===== config.mk =====
export PLATFORM = sky130hd
export DESIGN_NAME = count_ctrl
export DESIGN_NICKNAME = d
export VERILOG_FILES = /design/src/rtl/count_pkg.sv /design/src/rtl/count_core.sv /design/src/rtl/count_ctrl.sv
export SDC_FILE = /design/constraint.sdc
export NUM_CORES = 1
export LEC_CHECK = 0
export ABC_AREA = 1
export BUFFER_PORTS_ARGS = -buffer_cell sky130_fd_sc_hd__buf_2
export CORE_MARGIN = 3
export CORE_UTILIZATION = 50
export CTS_CLUSTER_DIAMETER = 30
export CTS_CLUSTER_SIZE = 8
export DETAILED_ROUTE_END_ITERATION = 10
export PLACE_DENSITY = 0.74
export SYNTH_ARGS = -nofsm -noshare
export SYNTH_HDL_FRONTEND = slang
export SYNTH_HIERARCHICAL = 1
export SYNTH_SLANG_ARGS = --single-unit

===== constraint.sdc =====
create_clock -name clk_i -period 2 [get_ports clk_i]
set_input_delay 0.4 -clock clk_i [delete_from_list [all_inputs] [get_ports clk_i]]
set_output_delay 0.4 -clock clk_i [all_outputs]
set_load 0.03 [all_outputs]

===== src/rtl/count_pkg.sv =====
// Shared types for the count_ctrl run-control sequencer: FSM states, mode codes
// and a prescaler width helper.
package count_pkg;

    typedef enum logic [1:0] {
        S_IDLE  = 2'b00,
        S_RUN   = 2'b01,
        S_PAUSE = 2'b10,
        S_DONE  = 2'b11
    } state_t;

    typedef enum logic [1:0] {
        M_UP      = 2'b00,
        M_DOWN    = 2'b01,
        M_BOUNCE  = 2'b10,
        M_ONESHOT = 2'b11
    } mode_t;

    // A divide-by-1 prescaler still needs a one-bit register to stay legal.
    function automatic int presc_width(input int div);
        return (div > 1) ? $clog2(div) : 1;
    endfunction

endpackage


===== src/rtl/count_core.sv =====
// WIDTH-bit up/down count register: synchronous clear, step enable and
// direction select, asynchronous active-low reset.
module count_core #(
    parameter int WIDTH = 3
) (
    input  logic             clk_i,
    input  logic             rst_ni,
    input  logic             clr_i,
    input  logic             en_i,
    input  logic             dir_i,
    output logic [WIDTH-1:0] count_o
);

    localparam logic [WIDTH-1:0] ONE = WIDTH'(1);

    logic [WIDTH-1:0] count_q;
    logic [WIDTH-1:0] count_d;

    always_comb begin
        // NOTE: default first so every path assigns count_d and no latch is inferred.
        count_d = count_q;
        if (clr_i) begin
            count_d = '0;
        end else if (en_i) begin
            count_d = dir_i ? (count_q - ONE) : (count_q + ONE);
        end
    end

    // NOTE: non-blocking assignment so every flop samples pre-edge values.
    always_ff @(posedge clk_i or negedge rst_ni) begin
        if (!rst_ni) begin
            count_q <= '0;
        end else begin
            count_q <= count_d;
        end
    end

    assign count_o = count_q;

endmodule


===== src/rtl/count_ctrl.sv =====
// Run-control sequencer: start/pause/stop FSM, count-tick prescaler, mode and
// target latches, and registered wrap/done pulses around a count_core.
module count_ctrl
    import count_pkg::*;
#(
    parameter int WIDTH     = 3,
    parameter int PRESC_DIV = 4
) (
    input  logic             clk_i,
    input  logic             rst_ni,
    input  logic             start_i,
    input  logic             pause_i,
    input  logic             stop_i,
    input  logic [1:0]       mode_i,
    input  logic [WIDTH-1:0] target_i,
    output logic [WIDTH-1:0] count_o,
    output logic             dir_o,
    output logic             busy_o,
    output logic             wrap_o,
    output logic             done_o
);

    localparam int              PW         = presc_width(PRESC_DIV);
    localparam logic [PW-1:0]   PRESC_LAST = PW'(PRESC_DIV - 1);
    localparam logic [PW-1:0]   PRESC_ONE  = PW'(1);
    localparam logic [WIDTH-1:0] MAX       = {WIDTH{1'b1}};
    localparam logic [WIDTH-1:0] ONE       = WIDTH'(1);

    state_t           state_q,  state_d;
    mode_t            mode_q,   mode_d;
    logic [PW-1:0]    presc_q,  presc_d;
    logic [WIDTH-1:0] target_q, target_d;
    logic             dir_q,    dir_d;
    logic             wrap_q,   wrap_d;
    logic             done_q,   done_d;

    logic             tick;
    logic             core_clr;
    logic             core_en;
    logic             core_dir;
    logic [WIDTH-1:0] count;

    assign tick = (state_q == S_RUN) && (presc_q == PRESC_LAST);

    always_comb begin
        state_d  = state_q;
        mode_d   = mode_q;
        presc_d  = presc_q;
        target_d = target_q;
        dir_d    = dir_q;
        wrap_d   = 1'b0;
        done_d   = 1'b0;
        core_clr = 1'b0;
        core_en  = 1'b0;
        core_dir = dir_q;

        if (stop_i) begin
            state_d = S_IDLE;
            presc_d = '0;
        end else begin
            case (state_q)
                S_IDLE, S_DONE: begin
                    if (start_i) begin
                        state_d  = S_RUN;
                        mode_d   = mode_t'(mode_i);
                        target_d = target_i;
                        presc_d  = '0;
                        dir_d    = (mode_t'(mode_i) == M_DOWN);
                        core_clr = 1'b1;
                    end
                end
                S_PAUSE: begin
                    if (pause_i) state_d = S_RUN;
                end
                S_RUN: begin
                    if (pause_i) begin
                        state_d = S_PAUSE;
                    end else if (mode_q == M_ONESHOT && count == target_q) begin
                        // Only reachable with a zero target: finish without ticking.
                        state_d = S_DONE;
                        done_d  = 1'b1;
                        presc_d = '0;
                    end else begin
                        presc_d = tick ? '0 : (presc_q + PRESC_ONE);
                        if (tick) begin
                            core_en = 1'b1;
                            case (mode_q)
                                M_UP: begin
                                    core_dir = 1'b0;
                                    wrap_d   = (count == MAX);
                                end
                                M_DOWN: begin
                                    core_dir = 1'b1;
                                    wrap_d   = (count == '0);
                                end
                                M_BOUNCE: begin
                                    // Turn around on the endpoint so it shows only once.
                                    if (!dir_q && count == MAX) begin
                                        dir_d    = 1'b1;
                                        core_dir = 1'b1;
                                    end else if (dir_q && count == '0) begin
                                        dir_d    = 1'b0;
                                        core_dir = 1'b0;
                                    end
                                end
                                M_ONESHOT: begin
                                    core_dir = 1'b0;
                                    if ((count + ONE) == target_q) begin
                                        state_d = S_DONE;
                                        done_d  = 1'b1;
                                        presc_d = '0;
                                    end
                                end
                                default: ;
                            endcase
                        end
                    end
                end
                default: state_d = S_IDLE;
            endcase
        end
    end

    always_ff @(posedge clk_i or negedge rst_ni) begin
        if (!rst_ni) begin
            state_q  <= S_IDLE;
            mode_q   <= M_UP;
            presc_q  <= '0;
            target_q <= '0;
            dir_q    <= 1'b0;
            wrap_q   <= 1'b0;
            done_q   <= 1'b0;
        end else begin
            state_q  <= state_d;
            mode_q   <= mode_d;
            presc_q  <= presc_d;
            target_q <= target_d;
            dir_q    <= dir_d;
            wrap_q   <= wrap_d;
            done_q   <= done_d;
        end
    end

    count_core #(
        .WIDTH (WIDTH)
    ) u_core (
        .clk_i   (clk_i),
        .rst_ni  (rst_ni),
        .clr_i   (core_clr),
        .en_i    (core_en),
        .dir_i   (core_dir),
        .count_o (count)
    );

    assign count_o = count;
    assign dir_o   = dir_q;
    assign busy_o  = (state_q == S_RUN) || (state_q == S_PAUSE);
    assign wrap_o  = wrap_q;
    assign done_o  = done_q;

endmodule


**Word-level counts from Yosys, hierarchy flattened**

Cells that the tools add are included.

- Register bits: 15

- Muxes and demuxes: 56
- Add/sub/neg operators: 3
- Eq/ne operators: 22
- Reduce and logical (&&, ||, !) cells: 18
- Bitwise gates (word level): 1

Operator list:

| cell | count |
|---|---|
| 1-bit 2-to-1 mux | 32 |
| 2-bit 2-to-1 mux | 16 |
| 2-bit == test, second input constant | 5 |
| 5-bit by 3-bit != test with 1-bit output, second input constant | 2 |
| 3-bit 2-to-1 mux | 3 |
| 3-bit != test, second input constant | 3 |
| 2-bit != test, second input constant | 4 |
| 7-bit AND reduction | 1 |
| 2-bit by 1-bit == test with 1-bit output, second input constant | 3 |
| 3-bit == test | 2 |
| 2-bit one-hot mux with 3 select lines | 1 |
| 3-bit AND reduction | 2 |
| 5-bit by 4-bit != test with 1-bit output, second input constant | 1 |
| 5-bit AND reduction | 1 |
| 1-bit logical AND | 4 |
| 2-bit zero test | 2 |
| 1-bit one-hot mux with 2 select lines | 2 |
| 2-bit one-hot mux with 2 select lines | 1 |
| 2-bit nonzero test | 2 |
| 2-bit OR reduction | 2 |
| 3-bit by 1-bit adder with 3-bit output, second input constant | 1 |
| 3-bit == test, second input constant | 1 |
| 3-bit zero test | 1 |
| 1-bit one-hot mux with 3 select lines | 1 |
| 7 further kinds | 7 |

**Logic depth before layout (Yosys ltp)**

Gate-level depths: netlist (run 1).

- Depth in word-level cells: 13
- Gate-level depth with buffers: 14

**Cells and area by module**

The synthesis (run 1) kept the hierarchy.

Modules (own cells, without submodules):

| module | times used | area an instance (um2) | sequential area each (um2) | cells an instance |
|---|---|---|---|---|
| count_ctrl | 1 | 929.6 | 300.3 | 117 |
| count_core | 1 | 181.4 | 75.1 | 22 |

**Worst setup path before layout (run 1)**

OpenSTA, ideal clock, no wires.

- Path type: flip-flop to flip-flop
- From: reg u_core.count_q[0], in the netlist u_core/count_o[0]
- To: reg u_core.count_q[2], in the netlist u_core/count_o[2]
- Data required time: 1.883 ns
- Slack: -0.154 ns
- Buffers on the path: 0
- Period minus slack after synthesis: 2.154 ns
- Stages on the path, launching flop included: 11
- Arrival time: 2.036 ns
- Setup time: 0.117 ns
- Path through: dfrtp_1 -> ha_1 -> ha_1 -> o21ai_0 -> o21ai_0 -> nand2_1 -> nand2_1 -> fa_1 -> nand3b_1 -> nand3_1 -> nand2_1

- Word-level cells in the longest chain between the ends: 13
- Elaborated cells between the ends (all ways): 24

RTL lines:

| element | RTL line | source |
|---|---|---|
| from (decl) | count_core.sv:16 | `logic [WIDTH-1:0] count_q;` |
| from (signal assigned) | count_core.sv:34 | `count_q <= count_d;` |
| 3-bit zero test | count_ctrl.sv:101 | `end else if (dir_q && count == '0) begin` |
| 1-bit logical AND | count_ctrl.sv:101 |  |
| 1-bit 2-to-1 mux (2 in series) | n/a |  |
| 1-bit one-hot mux with 3 select lines | count_ctrl.sv:87 | `case (mode_q)` |
| 1-bit 2-to-1 mux | count_ctrl.sv:85 | `if (tick) begin` |
| 1-bit 2-to-1 mux (*) | count_ctrl.sv:78 | `end else if (mode_q == M_ONESHOT && count == target_q) begin` |
| 1-bit 2-to-1 mux (*) | count_ctrl.sv:76 | `if (pause_i) begin` |
| 1-bit 2-to-1 mux (*) | count_ctrl.sv:61 | `case (state_q)` |
| 1-bit 2-to-1 mux (*) | count_ctrl.sv:57 | `if (stop_i) begin` |
| via core_dir | count_ctrl.sv:40 | `logic core_dir;` |
| 3-bit 2-to-1 mux (*) | count_core.sv:25 | `count_d = dir_i ? (count_q - ONE) : (count_q + ONE);` |
| 3-bit 2-to-1 mux (*) | count_core.sv:24 | `end else if (en_i) begin` |
| 3-bit 2-to-1 mux (*) | count_core.sv:22 | `if (clr_i) begin` |

The timed path passes the listed nets; every way through them passes the cells marked *. The select of a mux whose other input is x is not followed.
A chain may end at the register's enable or synchronous reset.

**Worst setup path after layout (run 1)**

- From: reg u_core.count_q[1], in the netlist u_core/count_o[1]
- To: reg u_core.count_q[2], in the netlist u_core/count_o[2]

Same word-level chain as after synthesis.

==> key figures, run 1 <==
Run status
  • Status: finished with violations
  • Failing checks: negative setup slack

Setup path
  • Max FO, Critical Path: 3
  • Reg2Reg Depth: 10
  • Worst r2r src: u_core/count_o[1]$_DFFE_PN0P_
  • R2R setup slack: -0.03 ns
  • CP startpoint kind: flop
  • Critical path data arrival time: 2.21 ns
  • CP Capture Type: flop
  • RR Endpoint: u_core/count_o[2]$_DFFE_PN0P_
  • WP data required: 2.19 ns
  • Setup CP Type: reg -> reg

Power and ir drop
  • Sw Ratio: 47.2%
  • Maximum vdd drop: 0.864 mV
  • Total power: 1.49 mW
  • Psw: 0.705 mW
  • Pleak: 0.690 nW
  • Internal: 0.789 mW
  • Sequential share of power: 31.3%
  • Power Dens Cells: 1090 nW/um^2
  • Clock power share: 12.0%
  • Logic pwr share: 56.8%

Synth
  • Synth warnings: 6
  • Async SR Flop Fraction: 100%
  • Synth area leaders: dfrtp_1 (34%), nand2_1 (13%), ha_1 (11%), inv_1 (6.4%), nand3_1 (4.1%)
  • Synth area leader: dfrtp_1
  • Area of the mapped netlist: 1110 sq um
  • Synth unique cells: 29
  • Register area share after synthesis: 33.8%
  • Yosys top cell area share: 33.8%
  • EDFF count, synth: 0
  • Syn Area/Cell: 7.99 sq um
  • Synthesized flop and latch total: 15
  • Gate Count Post-Synth: 139
  • Main synth FF type: dfrtp_1
  • Post-Syn Nets: 160

Clock tree
  • Worst-path clk slew: 0.09 ns
  • CTS Buffer Depth: 2
  • CTS hold repair buffers: 0
  • CTS Sinks: 15
  • CTS Root Cell: clkbuf_4
  • H-Tree Depth: 1
  • Clk_lat worst skew: 0.29 ns
  • CTS tree: built
  • Total CTS buffers: 3

Floorplan
  • Placement Rows: 16
  • Initial Util: 54.4%
  • Die X-Extent: 53.1 microns
  • DIE AREA: 2820 sq um
  • Core Region: 2040 sq um
  • Top Ports: 17
  • Die Height: 53.1 microns

Route
  • Initial DRC count: 23
  • Vias per cell: 5.21
  • DRT Wirelength: 2510 microns
  • DRT antenna net count: 0
  • WL/cell: 12.6 microns
  • TritonRoute pass-1 iters: 4
  • DRC violations left: 0
  • DR vias: 1042

STA
  • RSZ-0062 raised after global routing: true
  • Final Cycle Share: 101%
  • Worst Max-Slew Pin Slew: 0.474 ns
  • Slew Limit Fails: 0
  • F_max: 494 MHz
  • WHS: 0.0000938 ns
  • Setup ws final: -0.0259 ns
  • Clock period minus worst slack: 2.03 ns
  • Skew final: 0.00514 ns
  • Slew margin rel.: 68.3%
  • Setup violators final: 2
  • Final count of hold timing violations: 0

Placed design
  • Port bufs: 16
  • Routability cong.: 0.853
  • HPWL after DPL: 1880 microns
  • Dpl cell area: 1290 sq um

Layout
  • Final instance area: 1370 sq um
  • Diodes inserted: 0
  • Share of layout cells above drive strength 1: 35.3%
  • Fill count: 178
  • Final net count: 195
  • Syn-to-layout area delta: 23.6%

Global routing
  • First-pass GRT wire length: 4150 microns
  • Tot GR Track Use: 20.2%
  • Total gr overflow: 0
  • Pin count of the biggest net entering global routing: 16
  • Vias in the first global route: 1063
  • Initial antenna violation count: 0

Run
  • Max-Cap Viols: 0

Worst hold path
  • HP Class: in -> async
[flip-flops by register name, indices dropped and copies added (netlist names)]
register	count
wrap_o	1
u_core/count_o	3
dir_o	1
state_q	2
presc_q	2
done_o	1
mode_q	2
target_q	3
[metrics by stage]
| step | utilization (%) | cells | setup slack [ns] | setup TNS [ns] |
|---|---|---|---|---|
| global placement | 63.4 | 190 | 0.0207 | 0 |
| CTS | 65.4 | 196 | 0.00785 | 0 |
| floorplan | - | 139 | 0.00507 | 0 |
| global route | 67.3 | 200 | -0.101 | -0.192 |
| finish | 67.3 | 200 | -0.0259 | -0.0318 |
| detailed placement | 63.4 | 190 | -0.00301 | -0.00301 |
[layout make-up]
| class | count | area [sq um] | share of cell area [%] |
|---|---|---|---|
| sequential | 15 | 379 | 27.6 |
| inverter | 23 | 86.3 | 6.28 |
| timing repair buffer | 30 | 185 | 13.5 |
| tap | 27 | 33.8 | 2.46 |
| multi-input combinational | 101 | 663 | 48.3 |
| clock buffer | 4 | 26.3 | 1.91 |
[power by group through the flow]
| stage | clock, mW | combinational, mW | sequential [mW] |
|---|---|---|---|
| 3_5_place_dp | 0 | 0.771 | 0.478 |
| 2_1_floorplan | 0 | 0.568 | 0.474 |
| 3_3_place_gp | 0 | 0.748 | 0.470 |
| 5_1_grt | 0.203 | 0.955 | 0.479 |
| 6_report | 0.179 | 0.848 | 0.467 |
| 4_1_cts | 0.183 | 0.810 | 0.463 |
[worst max-delay path: stages (launching register included)]
cell,delay (ns)
dfrtp_2,0.43
ha_2,0.19
ha_1,0.20
o21ai_1,0.18
o21ai_0,0.12
nand2_1,0.10
nand2_2,0.07
fa_2,0.36
nand3b_1,0.16
nand3_1,0.07
nand2_1,0.05
[how the worst max path moves through the flow]
| stage | to | start | slack, ns | cells after the start |
|---|---|---|---|---|
| 2_1_floorplan | u_core/count_o[2]$_DFFE_PN0P_ | u_core/count_o[0]$_DFFE_PN0P_ | 0.005 | 10 |
| 3_3_place_gp | u_core/count_o[2]$_DFFE_PN0P_ | mode_q[0]$_DFFE_PN0P_ | 0.02 | 11 |
| 3_5_place_dp | u_core/count_o[2]$_DFFE_PN0P_ | mode_q[0]$_DFFE_PN0P_ | -0.003 | 11 |
| 4_1_cts | u_core/count_o[2]$_DFFE_PN0P_ | u_core/count_o[1]$_DFFE_PN0P_ | 0.008 | 10 |
| 5_1_grt | u_core/count_o[2]$_DFFE_PN0P_ | state_q[1]$_DFFE_PN0P_ | -0.10 | 11 |
| 6_report | u_core/count_o[2]$_DFFE_PN0P_ | u_core/count_o[1]$_DFFE_PN0P_ | -0.03 | 10 |
[cells in the mapped netlist, types with 2 or more instances]
cell type and count:
dfrtp_1 15, ha_1 10, inv_1 19, inv_2 4, nand2_1 37, nand2_2 2, nand3_1 9, nand3_2 2
nand3b_1 2, nand4_1 5, nor2_1 6, nor2_2 2, nor2_4 2, o21ai_0 9
[routing by layer]
metal	part of all wire (%)	up-vias	wire length, microns	GRT usage, %
met5	0	-	0	0
met4	0.92	0	23	8.09
met3	4.2	3	106	3.38
met2	49	27	1240	36.8
met1	45	490	1140	23.2
li1	-	522	-	-
[repair_timing]
action                                  CTS  global route
pin swaps                                 0             6
buffers inserted                          2             4
endpoints found under the setup margin    1             2
resized for setup                         0             4
[cells by family after synthesis]
kind of cell | count (synthesis) | synth area share (%)
buffers and inverters | 23 | 7.77
DFF | 15 | 33.8
adders and majority gates | 11 | 13.1
and+or+nand+nor | 71 | 32.9
AOI/OAI and AO/OA | 17 | 10.7
muxes | 1 | 1.01
xor gates and xnor gates | 1 | 0.788
[placed cells by master (no fill, tap or decap), types with 3 or more instances in the layout]
cell type and count:
inv_2 5, buf_2 16, nand2_1 36, dfrtp_1 12, nand3_1 9, inv_1 18
o21ai_0 8, dfrtp_2 3, buf_4 14, nand4_1 5, clkbuf_4 3, nor2_1 6
ha_1 8, nand2_2 3
(Power assumes the default switching activity.)
==> run 2, diff against run 1 <==
--- a/config.mk
+++ b/config.mk
@@ -13,6 +13,7 @@
 export CTS_CLUSTER_SIZE = 8
 export DETAILED_ROUTE_END_ITERATION = 10
 export PLACE_DENSITY = 0.74
+export RECOVER_POWER = 50
 export SYNTH_ARGS = -nofsm -noshare
 export SYNTH_HDL_FRONTEND = slang
 export SYNTH_HIERARCHICAL = 1
==> run 2 against run 1 <==
Against the previous run:
- the run still ends with negative setup slack left
- combinational power hardly changed
- non-clock buffer count stayed put
- final area down 0.27%
- register-to-register slack barely moved
- global-route usage stayed put
- sequential share of layout area grew 0.076 points
- clock skew shrank 0.0010 ns
- maximum frequency shrank 0.43%
- total power is 0.17% lower
- critical path depth stayed put
- wire length is 0.92% lower
==> key figures, run 2 (synthesized netlist as in run 1, its figures left out) <==
Run status
  • Status: finished with violations
  • Failing checks: negative setup slack

Setup path
  • Worst r2r src: u_core/count_o[1]$_DFFE_PN0P_
  • Reg2Reg Depth: 10 (unchanged)
  • CP Launch Point: u_core/count_o[1]$_DFFE_PN0P_
  • Setup CP Type: reg -> reg
  • Critical path data arrival time: 2.22 ns (about the same)
  • CP Capture Type: flop
  • WP data required: 2.19 ns (about the same)
  • RR Endpoint: u_core/count_o[2]$_DFFE_PN0P_
  • Max FO, Critical Path: 3 (unchanged)
  • Crit path capture: u_core/count_o[2]$_DFFE_PN0P_
  • R2R setup slack: -0.03 ns (about the same)
  • CP startpoint kind: flop

STA
  • Skew final: 0.00410 ns (-0.00104 ns)
  • Setup TNS: -0.0483 ns (-0.0165 ns)
  • F_max: 491 MHz (-0.43%)
  • Worst Max-Slew Pin Slew: 0.815 ns (+0.340 ns)
  • Slew margin rel.: 45.7% (-23 points)
  • Slew Limit Fails: 0 (unchanged)
  • Setup violators final: 2 (unchanged)
  • Setup ws final: -0.0346 ns (-0.00879 ns)
  • Clock period minus worst slack: 2.03 ns (+0.00879 ns)
  • RSZ-0062 raised after global routing: true
  • Final Cycle Share: 102% (+0.44 points)
  • Final count of hold timing violations: 0 (unchanged)

Clock tree
  • Total CTS buffers: 3 (unchanged)
  • CTS hold repair buffers: 0 (unchanged)
  • CTS Buffer Depth: 2 (unchanged)
  • CTS tree: built
  • Worst-path clk slew: 0.09 ns (about the same)
  • Clk_lat worst skew: 0.29 ns (about the same)
  • H-Tree Depth: 1 (unchanged)
  • CTS Sinks: 15 (unchanged)
  • CTS Root Cell: clkbuf_4

Power and ir drop
  • Psw: 0.702 mW (-0.30%)
  • Clock power share: 11.9% (about the same)
  • Power Dens Cells: 1090 nW/um^2 (+0.11%)
  • Sequential share of power: 31.3% (about the same)
  • Sw Ratio: 47.1% (-0.061 points)
  • Internal: 0.789 mW (about the same)
  • Pleak: 0.678 nW (-1.7%)
  • Logic pwr share: 56.8% (about the same)
  • Maximum vdd drop: 0.864 mV (about the same)

Layout
  • Final net count: 195 (unchanged)
  • Leading cell types in the layout, fill and taps excluded: nand2_1 (36), inv_1 (18), buf_4 (14), buf_2 (13), dfrtp_1 (12)
  • Syn-to-layout area delta: 23.3%
  • Share of layout cells above drive strength 1: 33.5% (-1.7 points)
  • Fill count: 175 (-1.7%)
  • Diodes inserted: 0 (unchanged)
  • Most common cell after layout, fill and taps aside: nand2_1
  • Utilization after layout: 67.1% (-0.18 points)

Placed design
  • Routability cong.: 0.853 (unchanged)
  • HPWL after DPL: 1880 microns (unchanged)
  • Port bufs: 16 (unchanged)

Floorplan
  • Top Ports: 17 (unchanged)
  • Die Height: 53.1 microns (unchanged)
  • Placement Rows: 16 (unchanged)
  • Die X-Extent: 53.1 microns (unchanged)
  • Core Region: 2040 sq um (unchanged)
  • Initial Util: 54.4% (unchanged)
  • DIE AREA: 2820 sq um (unchanged)

Route
  • DRT Wirelength: 2490 microns (-0.92%)
  • DR vias: 1056 (+1.3%)
  • Initial DRC count: 23 (unchanged)
  • DRT antenna net count: 0 (unchanged)
  • TritonRoute pass-1 iters: 4 (unchanged)
  • WL/cell: 12.5 microns (-0.92%)
  • DRC violations left: 0 (unchanged)
  • Vias per cell: 5.28 (+1.3%)

Global routing
  • Tot GR Track Use: 20.2% (unchanged)
  • Vias in the first global route: 1063 (unchanged)
  • Pin count of the biggest net entering global routing: 16 (unchanged)
  • Initial antenna violation count: 0 (unchanged)
  • Total gr overflow: 0 (unchanged)
  • First-pass GRT wire length: 4150 microns (unchanged)

Worst hold path
  • HP Class: in -> async

Run
  • Max-Cap Viols: 0 (unchanged)
## run 2: cell count changes in the layout (fill, tap and decap cells not counted)
cell      previous run  this run
clkbuf_1             1         4
buf_2               16        13
## run 2: power groups by stage
stage	registers, mW	logic [mW]	clock network (mW)
6_report	0.466	0.847	0.178
5_1_grt	0.479	0.955	0.203
4_1_cts	0.463	0.810	0.183
3_5_place_dp	0.478	0.771	0
3_3_place_gp	0.470	0.748	0
2_1_floorplan	0.474	0.568	0
## run 2: worst max-delay path: stages (launching register included)
cell and delay, ns:
dfrtp_2 0.43, ha_2 0.19, ha_1 0.20, o21ai_1 0.19
o21ai_0 0.12, nand2_1 0.10, nand2_2 0.07, fa_2 0.36
nand3b_1 0.16, nand3_1 0.07, nand2_1 0.05
## run 2: worst min-delay path by stage
stage / depth (start not counted) / endpoint / slack, ns
2_1_floorplan: 0 / dir_o$_DFFE_PN0P_ / 0.10
3_3_place_gp: 1 / wrap_o$_DFF_PN0_ / 0.32
3_5_place_dp: 1 / wrap_o$_DFF_PN0_ / 0.33
4_1_cts: 1 / target_q[1]$_DFFE_PN0P_ / 0.01
5_1_grt: 1 / u_core/count_o[1]$_DFFE_PN0P_ / 0.25
6_report: 1 / target_q[0]$_DFFE_PN0P_ / 0.17
## run 2: metrics by stage
step,cells,power [mW],cell area [sq um],setup slack [ns],hold slack [ns]
after floorplan,139,1.04,1120,0.00507,0.104
after global placement,190,1.22,1290,0.0207,0.321
after detailed placement,190,1.25,1290,-0.00301,0.329
after CTS,196,1.46,1340,0.00785,0.0109
after global routing,200,1.64,1370,-0.101,0.252
final,200,1.49,1370,-0.0346,0.173
## run 2: what timing repair did
item | CTS | global route
resized for setup | 0 | 4
endpoints found under the setup margin | 1 | 2
cloned | 0 | 0
pin swaps | 0 | 6
setup buffers | 2 | 4
## run 2: layer usage
layer | global-route usage, % | part of all wire (%)
met5 | 0 | 0
met4 | 8.09 | 1.4
met3 | 3.38 | 4.7
met2 | 36.8 | 49
met1 | 23.2 | 45
## run 2: cell type report
type,instances,area (sq um),share of cell area (%)
inverters,23,86.3,6.30
repair buffers,30,181,13.2
flip-flops and latches,15,379,27.7
clock buffers,4,26.3,1.92
well taps,27,33.8,2.47
multi-input cells,101,663,48.4
